`src/rtl/axi_burst_stimulator.sv`:
```
// Command-driven AXI3 burst master: GPIO-style cmd/status words drive INCR read/write
// bursts on one HP port; B and R responses are queued in a small FIFO for readback.
module axi_burst_stimulator #(
  parameter int DATA_WIDTH = 32,
  parameter int ID_WIDTH   = 6,
  parameter int MAX_BURST  = 16,
  parameter int RX_DEPTH   = 8
) (
  input  logic                    clock,
  input  logic                    reset,
  input  logic                    cmd_valid,
  input  logic [31:0]             cmd,
  output logic [31:0]             status,
  output logic                    awvalid,
  input  logic                    awready,
  output logic [31:0]             awaddr,
  output logic [ID_WIDTH-1:0]     awid,
  output logic [3:0]              awlen,
  output logic [2:0]              awsize,
  output logic [1:0]              awburst,
  output logic [1:0]              awlock,
  output logic [3:0]              awcache,
  output logic [2:0]              awprot,
  output logic [3:0]              awqos,
  output logic                    wvalid,
  input  logic                    wready,
  output logic [DATA_WIDTH-1:0]   wdata,
  output logic [DATA_WIDTH/8-1:0] wstrb,
  output logic                    wlast,
  output logic [ID_WIDTH-1:0]     wid,
  input  logic                    bvalid,
  output logic                    bready,
  input  logic [1:0]              bresp,
  input  logic [ID_WIDTH-1:0]     bid,
  output logic                    arvalid,
  input  logic                    arready,
  output logic [31:0]             araddr,
  output logic [ID_WIDTH-1:0]     arid,
  output logic [3:0]              arlen,
  output logic [2:0]              arsize,
  output logic [1:0]              arburst,
  output logic [1:0]              arlock,
  output logic [3:0]              arcache,
  output logic [2:0]              arprot,
  output logic [3:0]              arqos,
  input  logic                    rvalid,
  output logic                    rready,
  input  logic [DATA_WIDTH-1:0]   rdata,
  input  logic [1:0]              rresp,
  input  logic [ID_WIDTH-1:0]     rid,
  input  logic                    rlast
);
  localparam int SIZE = $clog2(DATA_WIDTH / 8);
  localparam int QW   = $clog2(MAX_BURST);
  localparam int CW   = $clog2(MAX_BURST + 1);
  localparam int PW   = $clog2(RX_DEPTH);
  localparam int MW   = 4 + ID_WIDTH;
  localparam int EW   = MW + DATA_WIDTH;

  localparam logic [7:0] OP_ADDR = 8'h00, OP_ID = 8'h01, OP_LEN = 8'h02, OP_CACHE = 8'h03;
  localparam logic [7:0] OP_SHIFT = 8'h04, OP_PUSH = 8'h05, OP_WSTART = 8'h06, OP_RSTART = 8'h07;
  localparam logic [7:0] OP_POP = 8'h08, OP_CLEAR = 8'h09;
  localparam logic [7:0] OP_GET_STATUS = 8'h10, OP_GET_LO = 8'h11, OP_GET_HI = 8'h12, OP_GET_META = 8'h13;

  typedef enum logic [1:0] {S_IDLE = 2'd0, S_WADDR = 2'd1, S_WDATA = 2'd2, S_RADDR = 2'd3} state_t;

  state_t                  state_q, state_d;
  logic [3:0]              beat_q, beat_d;
  logic [31:0]             addr_q, addr_d, b_addr_q, b_addr_d;
  logic [ID_WIDTH-1:0]     id_q, id_d, b_id_q, b_id_d;
  logic [3:0]              len_q, len_d, b_len_q, b_len_d;
  logic [3:0]              cache_q, cache_d, b_cache_q, b_cache_d;
  logic [2:0]              prot_q, prot_d, b_prot_q, b_prot_d;
  logic [DATA_WIDTH-1:0]   stage_q, stage_d;
  logic [DATA_WIDTH-1:0]   wq_q [MAX_BURST];
  logic [DATA_WIDTH-1:0]   wq_d [MAX_BURST];
  logic [CW-1:0]           wcount_q, wcount_d;
  logic [1:0]              sel_q, sel_d;
  logic                    err_cmd_q, err_cmd_d, err_resp_q, err_resp_d;
  logic [EW-1:0]           mem_q [RX_DEPTH];
  logic [EW-1:0]           mem_d [RX_DEPTH];
  logic [PW-1:0]           rd_q, rd_d, wr_q, wr_d;
  logic [PW:0]             cnt_q, cnt_d;

  logic [7:0]  op;
  logic [23:0] field;
  logic        idle, snap, wq_full, wq_enough;
  logic        full, empty, push_b, push_r, push, do_pop, do_clear;
  logic [EW-1:0]          push_entry, head;
  logic [63:0]            head64;
  logic [MW-1:0]          head_meta;

  assign op        = cmd[31:24];
  assign field     = cmd[23:0];
  assign idle      = (state_q == S_IDLE);
  assign wq_full   = (wcount_q == CW'(MAX_BURST));
  assign wq_enough = (32'(wcount_q) >= 32'(len_q) + 32'd1);

  always_comb begin
    state_d    = state_q;
    beat_d     = beat_q;
    addr_d     = addr_q;
    id_d       = id_q;
    len_d      = len_q;
    cache_d    = cache_q;
    prot_d     = prot_q;
    stage_d    = stage_q;
    wq_d       = wq_q;
    wcount_d   = wcount_q;
    sel_d      = sel_q;
    err_cmd_d  = err_cmd_q;
    b_addr_d   = b_addr_q;
    b_id_d     = b_id_q;
    b_len_d    = b_len_q;
    b_cache_d  = b_cache_q;
    b_prot_d   = b_prot_q;
    snap       = 1'b0;

    case (state_q)
      S_WADDR: if (awready) begin
        state_d = S_WDATA;
        beat_d  = 4'd0;
      end
      S_WDATA: if (wready) begin
        if (beat_q == b_len_q) begin
          state_d  = S_IDLE;
          wcount_d = '0;
        end else begin
          beat_d = beat_q + 4'd1;
        end
      end
      S_RADDR: if (arready) state_d = S_IDLE;
      default: ;
    endcase

    // Command decode runs after the FSM so CLEAR/PUSH win over the end-of-burst wcount reset.
    if (cmd_valid) begin
      case (op)
        OP_ADDR:  addr_d = {field, 8'h00};
        OP_ID:    id_d = field[ID_WIDTH-1:0];
        OP_LEN:   len_d = field[3:0];
        OP_CACHE: begin
          cache_d = field[3:0];
          prot_d  = field[6:4];
        end
        OP_SHIFT: stage_d = DATA_WIDTH'({stage_q, field[15:0]});
        OP_PUSH: if (!wq_full) begin
          wq_d[wcount_q[QW-1:0]] = stage_q;
          wcount_d = wcount_q + CW'(1);
        end
        OP_WSTART: if (idle && wq_enough) begin
          state_d = S_WADDR;
          snap    = 1'b1;
        end else begin
          err_cmd_d = 1'b1;
        end
        OP_RSTART: if (idle) begin
          state_d = S_RADDR;
          snap    = 1'b1;
        end else begin
          err_cmd_d = 1'b1;
        end
        OP_CLEAR: begin
          wcount_d  = '0;
          err_cmd_d = 1'b0;
        end
        OP_GET_STATUS, OP_GET_LO, OP_GET_HI, OP_GET_META: sel_d = op[1:0];
        default: ;
      endcase
    end

    if (snap) begin
      b_addr_d  = addr_q;
      b_id_d    = id_q;
      b_len_d   = len_q;
      b_cache_d = cache_q;
      b_prot_d  = prot_q;
    end
  end

  // Response FIFO: B has priority over R, at most one push per cycle.
  assign full     = (cnt_q == (PW+1)'(RX_DEPTH));
  assign empty    = (cnt_q == '0);
  assign push_b   = bvalid && !full;
  assign push_r   = rvalid && !full && !bvalid;
  assign push     = push_b || push_r;
  assign do_pop   = cmd_valid && (op == OP_POP) && !empty;
  assign do_clear = cmd_valid && (op == OP_CLEAR);
  assign push_entry = push_b ? {1'b1, 1'b1, bresp, bid, DATA_WIDTH'(0)}
                             : {1'b0, rlast, rresp, rid, rdata};

  always_comb begin
    rd_d       = rd_q;
    wr_d       = wr_q;
    cnt_d      = cnt_q;
    mem_d      = mem_q;
    err_resp_d = err_resp_q;
    if (do_clear) begin
      rd_d       = '0;
      wr_d       = '0;
      cnt_d      = '0;
      err_resp_d = 1'b0;
    end else if (do_pop) begin
      rd_d  = rd_q + PW'(1);
      cnt_d = cnt_q - (PW+1)'(1);
    end
    if (push) begin
      mem_d[wr_d] = push_entry;
      wr_d        = wr_d + PW'(1);
      cnt_d       = cnt_d + (PW+1)'(1);
      if (push_entry[EW-3 -: 2] != 2'b00) err_resp_d = 1'b1;
    end
  end

  always_ff @(posedge clock) begin
    if (reset) begin
      state_q    <= S_IDLE;
      beat_q     <= '0;
      addr_q     <= '0;
      id_q       <= '0;
      len_q      <= '0;
      cache_q    <= '0;
      prot_q     <= '0;
      stage_q    <= '0;
      wcount_q   <= '0;
      sel_q      <= '0;
      err_cmd_q  <= 1'b0;
      err_resp_q <= 1'b0;
      b_addr_q   <= '0;
      b_id_q     <= '0;
      b_len_q    <= '0;
      b_cache_q  <= '0;
      b_prot_q   <= '0;
      rd_q       <= '0;
      wr_q       <= '0;
      cnt_q      <= '0;
    end else begin
      state_q    <= state_d;
      beat_q     <= beat_d;
      addr_q     <= addr_d;
      id_q       <= id_d;
      len_q      <= len_d;
      cache_q    <= cache_d;
      prot_q     <= prot_d;
      stage_q    <= stage_d;
      wcount_q   <= wcount_d;
      sel_q      <= sel_d;
      err_cmd_q  <= err_cmd_d;
      err_resp_q <= err_resp_d;
      b_addr_q   <= b_addr_d;
      b_id_q     <= b_id_d;
      b_len_q    <= b_len_d;
      b_cache_q  <= b_cache_d;
      b_prot_q   <= b_prot_d;
      rd_q       <= rd_d;
      wr_q       <= wr_d;
      cnt_q      <= cnt_d;
    end
  end

  // Storage arrays carry no reset; occupancy is tracked by wcount and cnt.
  always_ff @(posedge clock) begin
    wq_q  <= wq_d;
    mem_q <= mem_d;
  end

  assign head      = mem_q[rd_q];
  assign head64    = 64'(head[DATA_WIDTH-1:0]);
  assign head_meta = head[EW-1:DATA_WIDTH];

  always_comb begin
    status = '0;
    case (sel_q)
      2'd0: status = {!idle, 2'(state_q), err_cmd_q, err_resp_q, 8'(cnt_q), 5'(wcount_q), 14'b0};
      2'd1: status = empty ? 32'd0 : head64[31:0];
      2'd2: status = empty ? 32'd0 : head64[63:32];
      default: status = empty ? 32'd0 : 32'(head_meta);
    endcase
  end

  assign awvalid = (state_q == S_WADDR);
  assign awaddr  = b_addr_q;
  assign awid    = b_id_q;
  assign awlen   = b_len_q;
  assign awsize  = 3'(SIZE);
  assign awburst = 2'b01;
  assign awlock  = 2'b00;
  assign awcache = b_cache_q;
  assign awprot  = b_prot_q;
  assign awqos   = 4'd0;

  assign wvalid  = (state_q == S_WDATA);
  assign wdata   = wq_q[beat_q[QW-1:0]];
  assign wstrb   = '1;
  assign wlast   = wvalid && (beat_q == b_len_q);
  assign wid     = b_id_q;

  assign bready  = !full;
  assign rready  = !full && !bvalid;

  assign arvalid = (state_q == S_RADDR);
  assign araddr  = b_addr_q;
  assign arid    = b_id_q;
  assign arlen   = b_len_q;
  assign arsize  = 3'(SIZE);
  assign arburst = 2'b01;
  assign arlock  = 2'b00;
  assign arcache = b_cache_q;
  assign arprot  = b_prot_q;
  assign arqos   = 4'd0;
endmodule
```
`config.mk`:
```
export PLATFORM = sky130hd
export DESIGN_NAME = axi_burst_stimulator
export DESIGN_NICKNAME = d
export VERILOG_FILES = /design/src/rtl/axi_burst_stimulator.sv
export SDC_FILE = /design/constraint.sdc
export NUM_CORES = 1
export LEC_CHECK = 0
export BUFFER_PORTS_ARGS = -buffer_cell sky130_fd_sc_hd__buf_2
export CAP_MARGIN = 20
export CELL_PAD_IN_SITES_DETAIL_PLACEMENT = 2
export CELL_PAD_IN_SITES_GLOBAL_PLACEMENT = 2
export CORE_UTILIZATION = 30
export DETAILED_ROUTE_END_ITERATION = 8
export PLACE_DENSITY_LB_ADDON = 0.25
export SYNTH_ARGS = -nofsm -noshare
export SYNTH_HDL_FRONTEND = slang
export SYNTH_SLANG_ARGS = --single-unit
```
`constraint.sdc`:
```
create_clock -name clock -period 25.4 [get_ports clock]
set_input_delay 5.08 -clock clock [delete_from_list [all_inputs] [get_ports clock]]
set_output_delay 5.08 -clock clock [all_outputs]
set_load 0.05 [all_outputs]
```
* Word level (Yosys, flattened, before mapping) *
Cells that the tools add are included.

word-level totals
  flip-flop bits (word level) = 987
  bits in latches = 0
  bits in writable memories = 0
  memory bits (read-only) = 0
  bits of input ports = 89
  output and inout bits = 200
  word-level logic and storage cells = 173
  memories = 0

operators by class
  $add $sub $neg = 7
  multipliers = 0
  divide/modulo/power cells = 0
  magnitude comparators = 7
  equality and inequality tests = 26
  shifts and indexed selects = 0
  mux-type cells = 50
  bitwise gates (word level) = 5
  reduce and logical (&&, ||, !) cells = 34

operators by type and width
  kind                 number
  $bwmux 512           1
  $bwmux 336           1
  $mux 42              4
  $bmux 32 s4          1
  $demux 32 s4         1
  $mux 32              4
  $bmux 42 s3          1
  $demux 42 s3         1
  $pmux 32 s3          1
  $eq 8x3->1 const B   4
  $eq 8x5->1 const B   4
  $mux 5               5
  $mux 4               6
  $eq 8x2->1 const B   2
  $eq 8x4->1 const B   2
  $mux 2               7
  $reduce_and 2->1     6
  $logic_and 1x1->1    11
  $ge 5x5->1 const B   2
  $mux 10              1
  $not 4->5            2
  $pmux 5 s2           1
  $add 4x1->4 const B  2
  $eq 8x1->1 const B   1
  35 further kinds     58

* Logic depth before layout (Yosys ltp) *
Gate-level depths: netlist of run 1.

  depth after elaboration = 9
  mapped depth = 10

* Worst setup path before layout of run 1 *
OpenSTA, ideal clock, no wires.

  path kind = input to register
  start = input cmd[31]
  end = register wq_q[384] in the netlist's numbering, enable pin
  arrival time = 11027 ps
  required time = 24805 ps
  slack = 13778 ps
  cell stages on the path = 4
  path buffers = 1
  cell sequence = nor4_4 buf_2 nand4_1 a2111oi_0

on the way
  word-level cells in the longest chain between the ends = 2

ends and longest elaborated chain
  item                               line  text
  start: declaration                 12    input logic [31:0] cmd,
  $eq 8x3->1                         138   case (op)
  $reduce_and 3->1 (no source line)  n/a
  end signal: assignment             263   wq_q <= wq_d;
  end: declaration                   75    logic [DATA_WIDTH-1:0] wq_q [MAX_BURST];

No other way between the ends.
A chain may end at the register's enable or synchronous reset.

* Final worst setup path of run 1 *
  start = input bvalid
  end = output rready

on the way
  word-level cells in the longest chain between the ends = 2

ends and longest elaborated chain
  item                line  text
  start: declaration  31    input logic bvalid,
  $logic_not 1->1     299   assign rready = !full && !bvalid;
  $logic_and 1x1->1   299
  end: declaration    47    output logic rready,

No other way between the ends.

==> flow_summary.json, run 1 <==
{
  "status": "finished clean",
  "syn_avg_cell_area_um2": 18.29,
  "io_buffers": 246,
  "ir_drop_uv": 55.81,
  "wl_mm": 110.6,
  "drc_errors": 0,
  "drv_cap": 0,
  "start_util_pct": 30.22,
  "fp.coreArea_um2": 129300,
  "cts_tree": "built",
  "cts_buffers": 108,
  "slowest_delay_ns": 0.28,
  "ctsHoldBuffers": 0,
  "power.total_uw": 3445,
  "nNetsFinal": 2463,
  "synth-async-reset-ratio_pct": 0,
  "die_h_um": 362.9,
  "ys_warn_count": 0,
  "fp-row-count": 132,
  "drtIter0Drc": 1375,
  "finalHoldViolations": 0,
  "dr.pass1.iters": 7,
  "htreeDepth": 3,
  "yosys.area.top_type": "edfxtp_1",
  "postCtsSetupRepairBufs": 0,
  "cpMostUsedCell": "buf_2",
  "worst_path_max_delay_cell": "buf_2",
  "final_cell_mix": "848 x edfxtp_1, 245 x buf_2, 244 x mux4_2, 144 x nand2_1, 132 x dfxtp_1",
  "rsz0062_at_grt": "false",
  "clk_path_buf_depth": 3,
  "yosys_most_used_dff": "edfxtp_1",
  "via_count": 20660,
  "pre_cts_ws_ns": 14.73,
  "fin_crit_sh_pct": 42.01,
  "hold_path_class": "reg -> reg",
  "synth-edff-count": 848,
  "gp_congestion": 0.7164,
  "setup_viol": 0,
  "layout-drive-gt1-share_pct": 30.28,
  "ys_seq_area_share_pct": 72.28,
  "grt_pass1_wl_mm": 159.6,
  "cp_max_fo": 4,
  "synth_cells": 2137,
  "final_common_cell": "edfxtp_1",
  "post-route-util_pct": 35.20,
  "antenna_found_initial": 15,
  "grt_pass1_vias": 22660,
  "crit_chain": "buf_2 -> a21oi_1 -> buf_2",
  "endpoint_kind": "output port",
  "dpl.hpwl_mm": 63.18,
  "worst_slack_ns": 14.73,
  "p_per_area_nw_per_um2": 75.69,
  "required_ns": 20.32,
  "synthToLayoutAreaGrowth_pct": 16.47,
  "via_per_inst": 4.925,
  "die_area_um2": 131700,
  "arrival_ns": 5.59,
  "synth_top_area_share_pct": 65.16,
  "ios": 289,
  "critPathKind": "in -> out",
  "syn-cell-area_um2": 39080,
  "cts_root_buffer": "clkbuf_16",
  "worstSetupStartpointType": "primary input",
  "drv_slew": 0,
  "max_freq_mhz": 93.72,
  "relSlewSlack_pct": 26.85,
  "setup_tns_ns": 0,
  "p_leak_uw": 0.01575,
  "nFillCells": 12670,
  "post_drt_wl_per_cell_um": 26.36,
  "fin_crit_ns": 10.67,
  "synthTopCellsByArea": "edfxtp_1 65%, mux4_2 14%, dfxtp_1 7.1%",
  "clk_pin_slew_ns": 0.06,
  "clock_skew_ns": 0.04313,
  "grt_max_degree": 91,
  "whs_ns": 0.4566,
  "grt-ovfl-total": 0,
  "yosysUniqueCellTypes": 60,
  "ctsResizeCount": 0,
  "tightest_slew_ns": 1.093,
  "antenna_left": 0,
  "track_usage_pct": 16.78,
  "clock_sinks": 987,
  "clock_latency_ns": 0.73,
  "synth_seq_cells": 987,
  "die_w_um": 362.9
}
[flip-flops by register name, summed over array words and instances (netlist names), 2 cells and up]
register / flops
stage_q: 32
wr_q: 3
len_q: 4
sel_q: 2
wcount_q: 5
wq_q: 512
mem_q: 336
prot_q: 3
cache_q: 4
cnt_q: 4
id_q: 6
addr_q: 24
state_q: 2
arlen: 4
arid: 6
beat_q: 4
arcache: 4
rd_q: 3
araddr: 24
arprot: 3
[per-layer routing]
layer / routed length (um) / global-route usage [%] / part of all wire (%)
met1: 45930 / 21.00 / 42
met2: 56260 / 28.80 / 51
met3: 6129 / 4.454 / 5.5
met4: 2143 / 3.955 / 1.9
met5: 125 / 0 / 0.11
[cell usage after synthesis (all sizes together), types with 3 or more instances]
| master | instances |
|---|---|
| edfxtp | 848 |
| mux4 | 244 |
| nand2 | 145 |
| dfxtp | 139 |
| buf | 129 |
| a21oi | 112 |
| clkbuf | 93 |
| mux2i | 65 |
| nor2 | 61 |
| nand4 | 46 |
| o31ai | 41 |
| and2 | 39 |
| o21ai | 22 |
| nand3 | 18 |
| ha | 15 |
| inv | 10 |
| nand2b | 10 |
| o22ai | 10 |
| mux2 | 8 |
| nor3 | 8 |
| xor2 | 7 |
| a211oi | 6 |
| or3 | 6 |
| xnor2 | 6 |
| nor2b | 5 |
| and3 | 4 |
| and3b | 3 |
| nand3b | 3 |
| nor4 | 3 |
| o21a | 3 |
[power by group]
part | internal [uW] | switching [uW] | leakage, uW
Clock | 898 | 653 | 0.00169
Combinational | 30.3 | 81.6 | 0.00417
Sequential | 1770 | 7.64 | 0.00989
Total | 2700 | 742 | 0.0157
[final timing paths]
path / from / endpoint / slack (ns) / cells after the start
max: bvalid / rready / 14.73 / 3
min: err_cmd_q$_SDFFE_PP0P_ / err_cmd_q$_SDFFE_PP0P_ / 0.46 / 2
max reg2reg: cnt_q[0]$_SDFF_PP0_ / mem_q[124]$_DFFE_PP_ / 21.66 / 7
min reg2reg: err_cmd_q$_SDFFE_PP0P_ / err_cmd_q$_SDFFE_PP0P_ / 0.46 / 2
[cell type report]
class	instances	area [um2]	area share, %
flip-flops and latches	987	28270	62.11
diodes	6	15.01	0.03299
repair buffers	294	1607	3.530
clock inverters	53	529.3	1.163
inverters	10	37.54	0.08247
multi-input cells	958	9915	21.78
well taps	1742	2180	4.789
clock buffers	145	2964	6.512
[critical path, delay by kind of cell]
family          cells  cell delay [ns]
buf+inv             2             0.40
compound gates      1             0.11
[logic make-up (layout without fill, tap and decap cells)]
logic type	count (synthesis)	count (layout)	share of synthesized area (%)
xor gates and xnor gates	13	13	0.2914
AOI/OAI and AO/OA	207	207	3.122
DFF	987	987	72.28
buffers and inverters	232	502	3.221
and+or+nand+nor	364	364	4.623
muxes	317	317	15.96
other	2	48	0.01922
adders and majority gates	15	15	0.4803
[per-stage QoR]
stage | area [um2] | std cells
3_3_place_gp | 41990 | 3989
4_1_cts | 45480 | 4187
2_1_floorplan | 39230 | 2177
6_report | 45510 | 4195
3_5_place_dp | 41990 | 3989
5_1_grt | 45510 | 4192
(Power assumes the default switching activity.)
==> run 2: changes to the inputs <==
==> constraint.sdc (replaced) <==
create_clock -name clock -period 9.8 [get_ports clock]
set_input_delay 1.96 -clock clock [delete_from_list [all_inputs] [get_ports clock]]
set_output_delay 1.96 -clock clock [all_outputs]
set_load 0.05 [all_outputs]
==> run 2 against run 1 <==
Compared with the run above: sequential share of layout area increased by 0.14 points; core utilization decreased by 0.080 points; via count decreased by 0.41%; final area decreased by 0.23%; non-clock buffer count increased by 3; critical path type is now reg -> out; largest power group unchanged.
==> flow_summary.json, run 2 (synthesis gave the netlist of run 1 again) <==
{
  "top_register": "wq_q",
  "cpMostUsedCell": "mux4_2",
  "finalHoldViolations": 0,
  "power.total_uw": 8855,
  "p_sw_uw": 1899,
  "clock_sinks": 987,
  "fin_crit_sh_pct": 61.09,
  "ctsHoldBuffers": 0,
  "worst_path_max_delay_cell": "dfxtp_4",
  "layout-drive-gt1-share_pct": 29.93,
  "die_area_um2": 131700,
  "drv_slew": 0,
  "fin_area_um2": 45410,
  "p_sw_share_pct": 21.44,
  "track_usage_pct": 16.79,
  "nNetsFinal": 2463,
  "relSlewSlack_pct": 15.22,
  "post_drt_wl_per_cell_um": 26.41,
  "reg2regPathDepth": 7,
  "die_w_um": 362.9,
  "cts_root_buffer": "clkbuf_16",
  "crit_path_end": "wdata[18]",
  "io_buffers": 246,
  "ctsResizeCount": 0,
  "grt_pass1_vias": 22660,
  "clkPwrFrac_pct": 44.6,
  "endpoint_kind": "output port",
  "dpl.hpwl_mm": 64.69,
  "drc_errors": 0,
  "hold_path_class": "reg -> reg",
  "place_area_um2": 42030,
  "p_per_area_nw_per_um2": 195.0,
  "via_per_inst": 4.909,
  "crit_start": "beat_q[1]$_SDFFE_PP0P_",
  "post-route-util_pct": 35.12,
  "via_count": 20580,
  "worstSetupStartpointType": "register",
  "rsz0062_at_grt": "false",
  "fp.coreArea_um2": 129300,
  "setup_viol": 0,
  "hold_depth": 2,
  "reg.largest.list": "wq_q x512, mem_q x336, stage_q x32",
  "cts_tree": "built",
  "postCtsSetupRepairBufs": 0,
  "arrival_ns": 4.03,
  "final_common_cell": "edfxtp_1",
  "clock_latency_ns": 0.71,
  "r2r_setup_slack_ns": 6.03,
  "slowest_delay_ns": 1.00,
  "clk_pin_slew_ns": 0.06,
  "htreeDepth": 3,
  "synthToLayoutAreaGrowth_pct": 16.21,
  "drv_cap": 0,
  "wl_mm": 110.7,
  "clock_skew_ns": 0.05724,
  "ios": 289,
  "drtIter0Drc": 1548,
  "largest_reg_flops": 512,
  "start_util_pct": 30.22,
  "cts_buffers": 105,
  "p_seq_share_pct": 52.2,
  "worst_slack_ns": 3.813,
  "clk_path_buf_depth": 3,
  "nFillCells": 12760,
  "seqCellArea_um2": 28270,
  "critPathKind": "reg -> out",
  "p_leak_uw": 0.01571,
  "comb_power_share_pct": 3.3,
  "max_freq_mhz": 167.0,
  "ir_drop_uv": 125.0,
  "setup_tns_ns": 0,
  "antenna_found_initial": 13,
  "r2r_start": "cnt_q[0]$_SDFF_PP0_",
  "grt_max_degree": 110,
  "grt_pass1_wl_mm": 160.7,
  "gp_congestion": 0.7206,
  "antenna_left": 0,
  "grt-ovfl-total": 0,
  "dr.pass1.iters": 5,
  "fin_crit_ns": 5.987,
  "crit_chain": "buf_4 -> mux4_2 -> mux4_2 -> buf_2",
  "p_int_uw": 6956,
  "required_ns": 7.84,
  "pre_cts_ws_ns": 4.331,
  "worstReg2RegEnd": "mem_q[244]$_DFFE_PP_",
  "cp_max_fo": 70,
  "multi_input_area_um2": 9915,
  "tightest_slew_ns": 1.258,
  "status": "finished clean",
  "final_cell_mix": "848 x edfxtp_1, 245 x buf_2, 244 x mux4_2, 144 x nand2_1, 132 x dfxtp_1",
  "die_h_um": 362.9,
  "fp-row-count": 132
}
## run 2: cell count changes in the layout (fill, tap and decap cells not counted), moves of 2 or more
cell,previous run,this run
diode_2,6,4
clkbuf_8,8,4
clkbuf_16,110,106
clkinv_1,17,22
clkinvlp_4,5,1
bufinv_16,8,10
clkbuf_1,27,30
buf_4,47,49
## run 2: worst min path at each step
stage	from	endpoint	slack, ns
final	addr_q[27]$_SDFFE_PP0P_	addr_q[27]$_SDFFE_PP0P_	0.46
after global placement	addr_q[9]$_SDFFE_PP0P_	addr_q[9]$_SDFFE_PP0P_	0.44
after floorplan	err_cmd_q$_SDFFE_PP0P_	err_cmd_q$_SDFFE_PP0P_	0.43
after CTS	addr_q[16]$_SDFFE_PP0P_	addr_q[16]$_SDFFE_PP0P_	0.46
after detailed placement	addr_q[16]$_SDFFE_PP0P_	addr_q[16]$_SDFFE_PP0P_	0.45
after global routing	addr_q[29]$_SDFFE_PP0P_	addr_q[29]$_SDFFE_PP0P_	0.48
## run 2: worst max-delay path, delay by kind of cell, from the launching register on
family                 cells  cell delay (ns)
flip-flops                 1             1.00
multiplexers               2             1.00
buffers and inverters      2             1.19
## run 2: through the flow
stage	hold slack (ns)	cells
final	0.4603	4192
after global routing	0.4792	4189
after CTS	0.4625	4187
after detailed placement	0.4520	3993
after global placement	0.4437	3991
after floorplan	0.4258	2177
## run 2: cell type report
type / count / area share, %
Antenna cell: 4 / 0.02204
Sequential cell: 987 / 62.24
Tap cell: 1742 / 4.800
Clock buffer: 140 / 6.210
Timing Repair Buffer: 297 / 3.612
Inverter: 10 / 0.08266
Clock inverter: 54 / 1.196
Multi-Input combinational cell: 958 / 21.83
## run 2: metal layers
| metal | share of wire (%) | vias to the layer above | track usage [%] |
|---|---|---|---|
| li1 | - | 8869 | - |
| met1 | 43 | 11060 | 21.68 |
| met2 | 50 | 476 | 28.18 |
| met3 | 5.4 | 154 | 3.947 |
| met4 | 2.4 | 14 | 4.492 |
| met5 | 0.073 | - | 0 |
## run 2: power by group through the flow
stage / Sequential [uW] / Combinational (uW) / Clock, uW
after floorplan: 4700 / 195 / 0
after global placement: 4700 / 289 / 0
after detailed placement: 4710 / 296 / 0
after CTS: 4620 / 297 / 4060
after global routing: 4620 / 311 / 4190
final: 4620 / 289 / 3950
==> run 3: changes to the inputs <==
==> constraint.sdc (replaced) <==
create_clock -name clock -period 5.6 [get_ports clock]
set_input_delay 1.12 -clock clock [delete_from_list [all_inputs] [get_ports clock]]
set_output_delay 1.12 -clock clock [all_outputs]
set_load 0.05 [all_outputs]
==> run 3 against run 2 <==
Compared with the run above: clock-buffer cell count increased by 11; sequential power grew 75%; clock skew fell by 0.0081 ns; critical path type unchanged; cell count rose by 0.43%; routed wire length increased by 0.48%; largest power group unchanged; core utilization rose by 0.28 points; critical path depth is 3 higher; global-route usage is 0.16 points higher; highest routed layer unchanged; total power up 78%; worst setup slack got worse by 3.0 ns; sequential cell count is the same.
==> flow_summary.json, run 3 (synthesis gave the netlist of run 1 again) <==
{
  "fp.coreArea_um2": 129300,
  "grt_max_degree": 95,
  "clk_path_buf_depth": 3,
  "largest_reg_flops": 512,
  "endpoint_kind": "output port",
  "min_to": "araddr[13]$_SDFFE_PP0P_",
  "worstReg2RegEnd": "mem_q[118]$_DFFE_PP_",
  "reg2regPathDepth": 7,
  "met3_length_mm": 5.119,
  "drc_errors": 0,
  "postCtsSetupRepairBufs": 0,
  "ctsHoldBuffers": 0,
  "hold_start": "addr_q[13]$_SDFFE_PP0P_",
  "io_buffers": 246,
  "clk_pin_slew_ns": 0.06,
  "die_h_um": 362.9,
  "worst_slack_ns": 0.8609,
  "wl_met2_mm": 55.96,
  "antenna_found_initial": 18,
  "drv_cap": 0,
  "hold_path_class": "reg -> reg",
  "grt_pass1_vias": 22610,
  "fp-row-count": 132,
  "clock_latency_ns": 0.73,
  "critPathKind": "reg -> out",
  "routedLengthMet1_mm": 47.75,
  "multi_input_area_um2": 9923,
  "tightest_slew_ns": 1.140,
  "hold_depth": 2,
  "dpl.hpwl_mm": 68.46,
  "reg.largest.list": "wq_q x512, mem_q x336, stage_q x32",
  "ios": 289,
  "seqCellArea_um2": 28270,
  "antenna_left": 0,
  "ctsResizeCount": 0,
  "cts_buffers": 109,
  "fin_crit_sh_pct": 84.63,
  "via_count": 20580,
  "r2r_start": "cnt_q[0]$_SDFF_PP0_",
  "nFillCells": 12740,
  "post_drt_wl_per_cell_um": 26.42,
  "status": "finished clean",
  "arrival_ns": 3.62,
  "start_util_pct": 30.22,
  "pre_cts_ws_ns": 1.307,
  "p_per_area_nw_per_um2": 345.1,
  "worstSetupStartpointType": "register",
  "drtIter0Drc": 1360,
  "via_per_inst": 4.887,
  "rsz0062_at_grt": "false",
  "gp_congestion": 0.7344,
  "final_cell_mix": "848 x edfxtp_1, 245 x buf_2, 244 x mux4_2, 144 x nand2_1, 132 x dfxtp_1",
  "nNetsFinal": 2476,
  "wl_mm": 111.2,
  "drv_slew": 0,
  "die_area_um2": 131700,
  "layout-drive-gt1-share_pct": 30.83,
  "ir_drop_uv": 244.6,
  "setup_viol": 0,
  "synthToLayoutAreaGrowth_pct": 17.12,
  "p_leak_uw": 0.01588,
  "cp_max_fo": 32,
  "clock_sinks": 987,
  "htreeDepth": 3,
  "max_freq_mhz": 211.0,
  "top_layer_used": "met5",
  "grt-ovfl-total": 0,
  "required_ns": 4.48,
  "setup_tns_ns": 0,
  "clock_skew_ns": 0.04915,
  "dr.pass1.iters": 5,
  "final_common_cell": "edfxtp_1",
  "top_register": "wq_q",
  "cts_tree": "built",
  "r2r_setup_slack_ns": 2.01,
  "die_w_um": 362.9,
  "cts_root_buffer": "clkbuf_16",
  "track_usage_pct": 16.94,
  "relSlewSlack_pct": 23.73,
  "grt_pass1_wl_mm": 161.9,
  "finalHoldViolations": 0,
  "fin_crit_ns": 4.739
}
run 3: cell count changes in the layout (fill, tap and decap cells not counted), moves of 3 or more:
cell       delta
clkinv_1      -7
clkbuf_16     +5
clkbuf_8      +7
clkbuf_4      +3
buf_12        +4
clkinv_8      +3
run 3: worst max path at each step:
stage / endpoint / depth (start not counted) / slack [ns] / start
after CTS: status[31] / 5 / 0.68 / rd_q[1]$_SDFFE_PP0N_
final: status[15] / 7 / 0.86 / cnt_q[0]$_SDFF_PP0_
after global placement: wq_q[59]$_DFFE_PP_ / 6 / 1.46 / cmd[31]
after detailed placement: wq_q[58]$_DFFE_PP_ / 6 / 1.31 / cmd[31]
after global routing: status[31] / 5 / 0.65 / rd_q[0]$_SDFFE_PP0N_
after floorplan: mem_q[210]$_DFFE_PP_ / 5 / 0.45 / cmd[24]
run 3: area by class of cell:
cell class,instances,area share [%]
Sequential cell,987,61.77
Clock inverter,53,1.200
Clock buffer,151,6.638
Antenna cell,3,0.01640
Inverter,10,0.08201
Tap cell,1742,4.762
Timing Repair Buffer,306,3.855
Multi-Input combinational cell,958,21.68
run 3: power breakdown:
group,switching (uW),internal [uW],total [uW]
combinational,372,139,511
sequential,35.5,8050,8080
clock,3000,4200,7200
total,3410,12400,15800
run 3: metal layers:
metal	track usage, %	up-vias
met3	3.765	164
met4	4.153	20
met2	28.94	455
met1	21.76	11050
li1	-	8884
met5	0	-
run 3: per-stage QoR:
stage / std cells / utilization [%] / power, uW / hold WS (ns) / area (um2)
CTS: 4202 / 35.34 / 16000 / 0.4346 / 45710
finish: 4210 / 35.39 / 15790 / 0.4360 / 45770
global route: 4207 / 35.39 / 16270 / 0.4523 / 45760
detailed placement: 3998 / 32.57 / 8761 / 0.4551 / 42120
global placement: 3997 / 32.56 / 8736 / 0.4417 / 42110
floorplan: 2177 / - / 8571 / 0.4258 / 39230
run 3: worst max-delay path, stage by stage (launching register included):
cell	delay [ns]
dfxtp_1	0.45
inv_1	0.12
ha_1	0.30
or3b_1	0.28
nand3b_1	0.10
buf_4	0.29
o21ai_0	0.93
buf_2	0.42
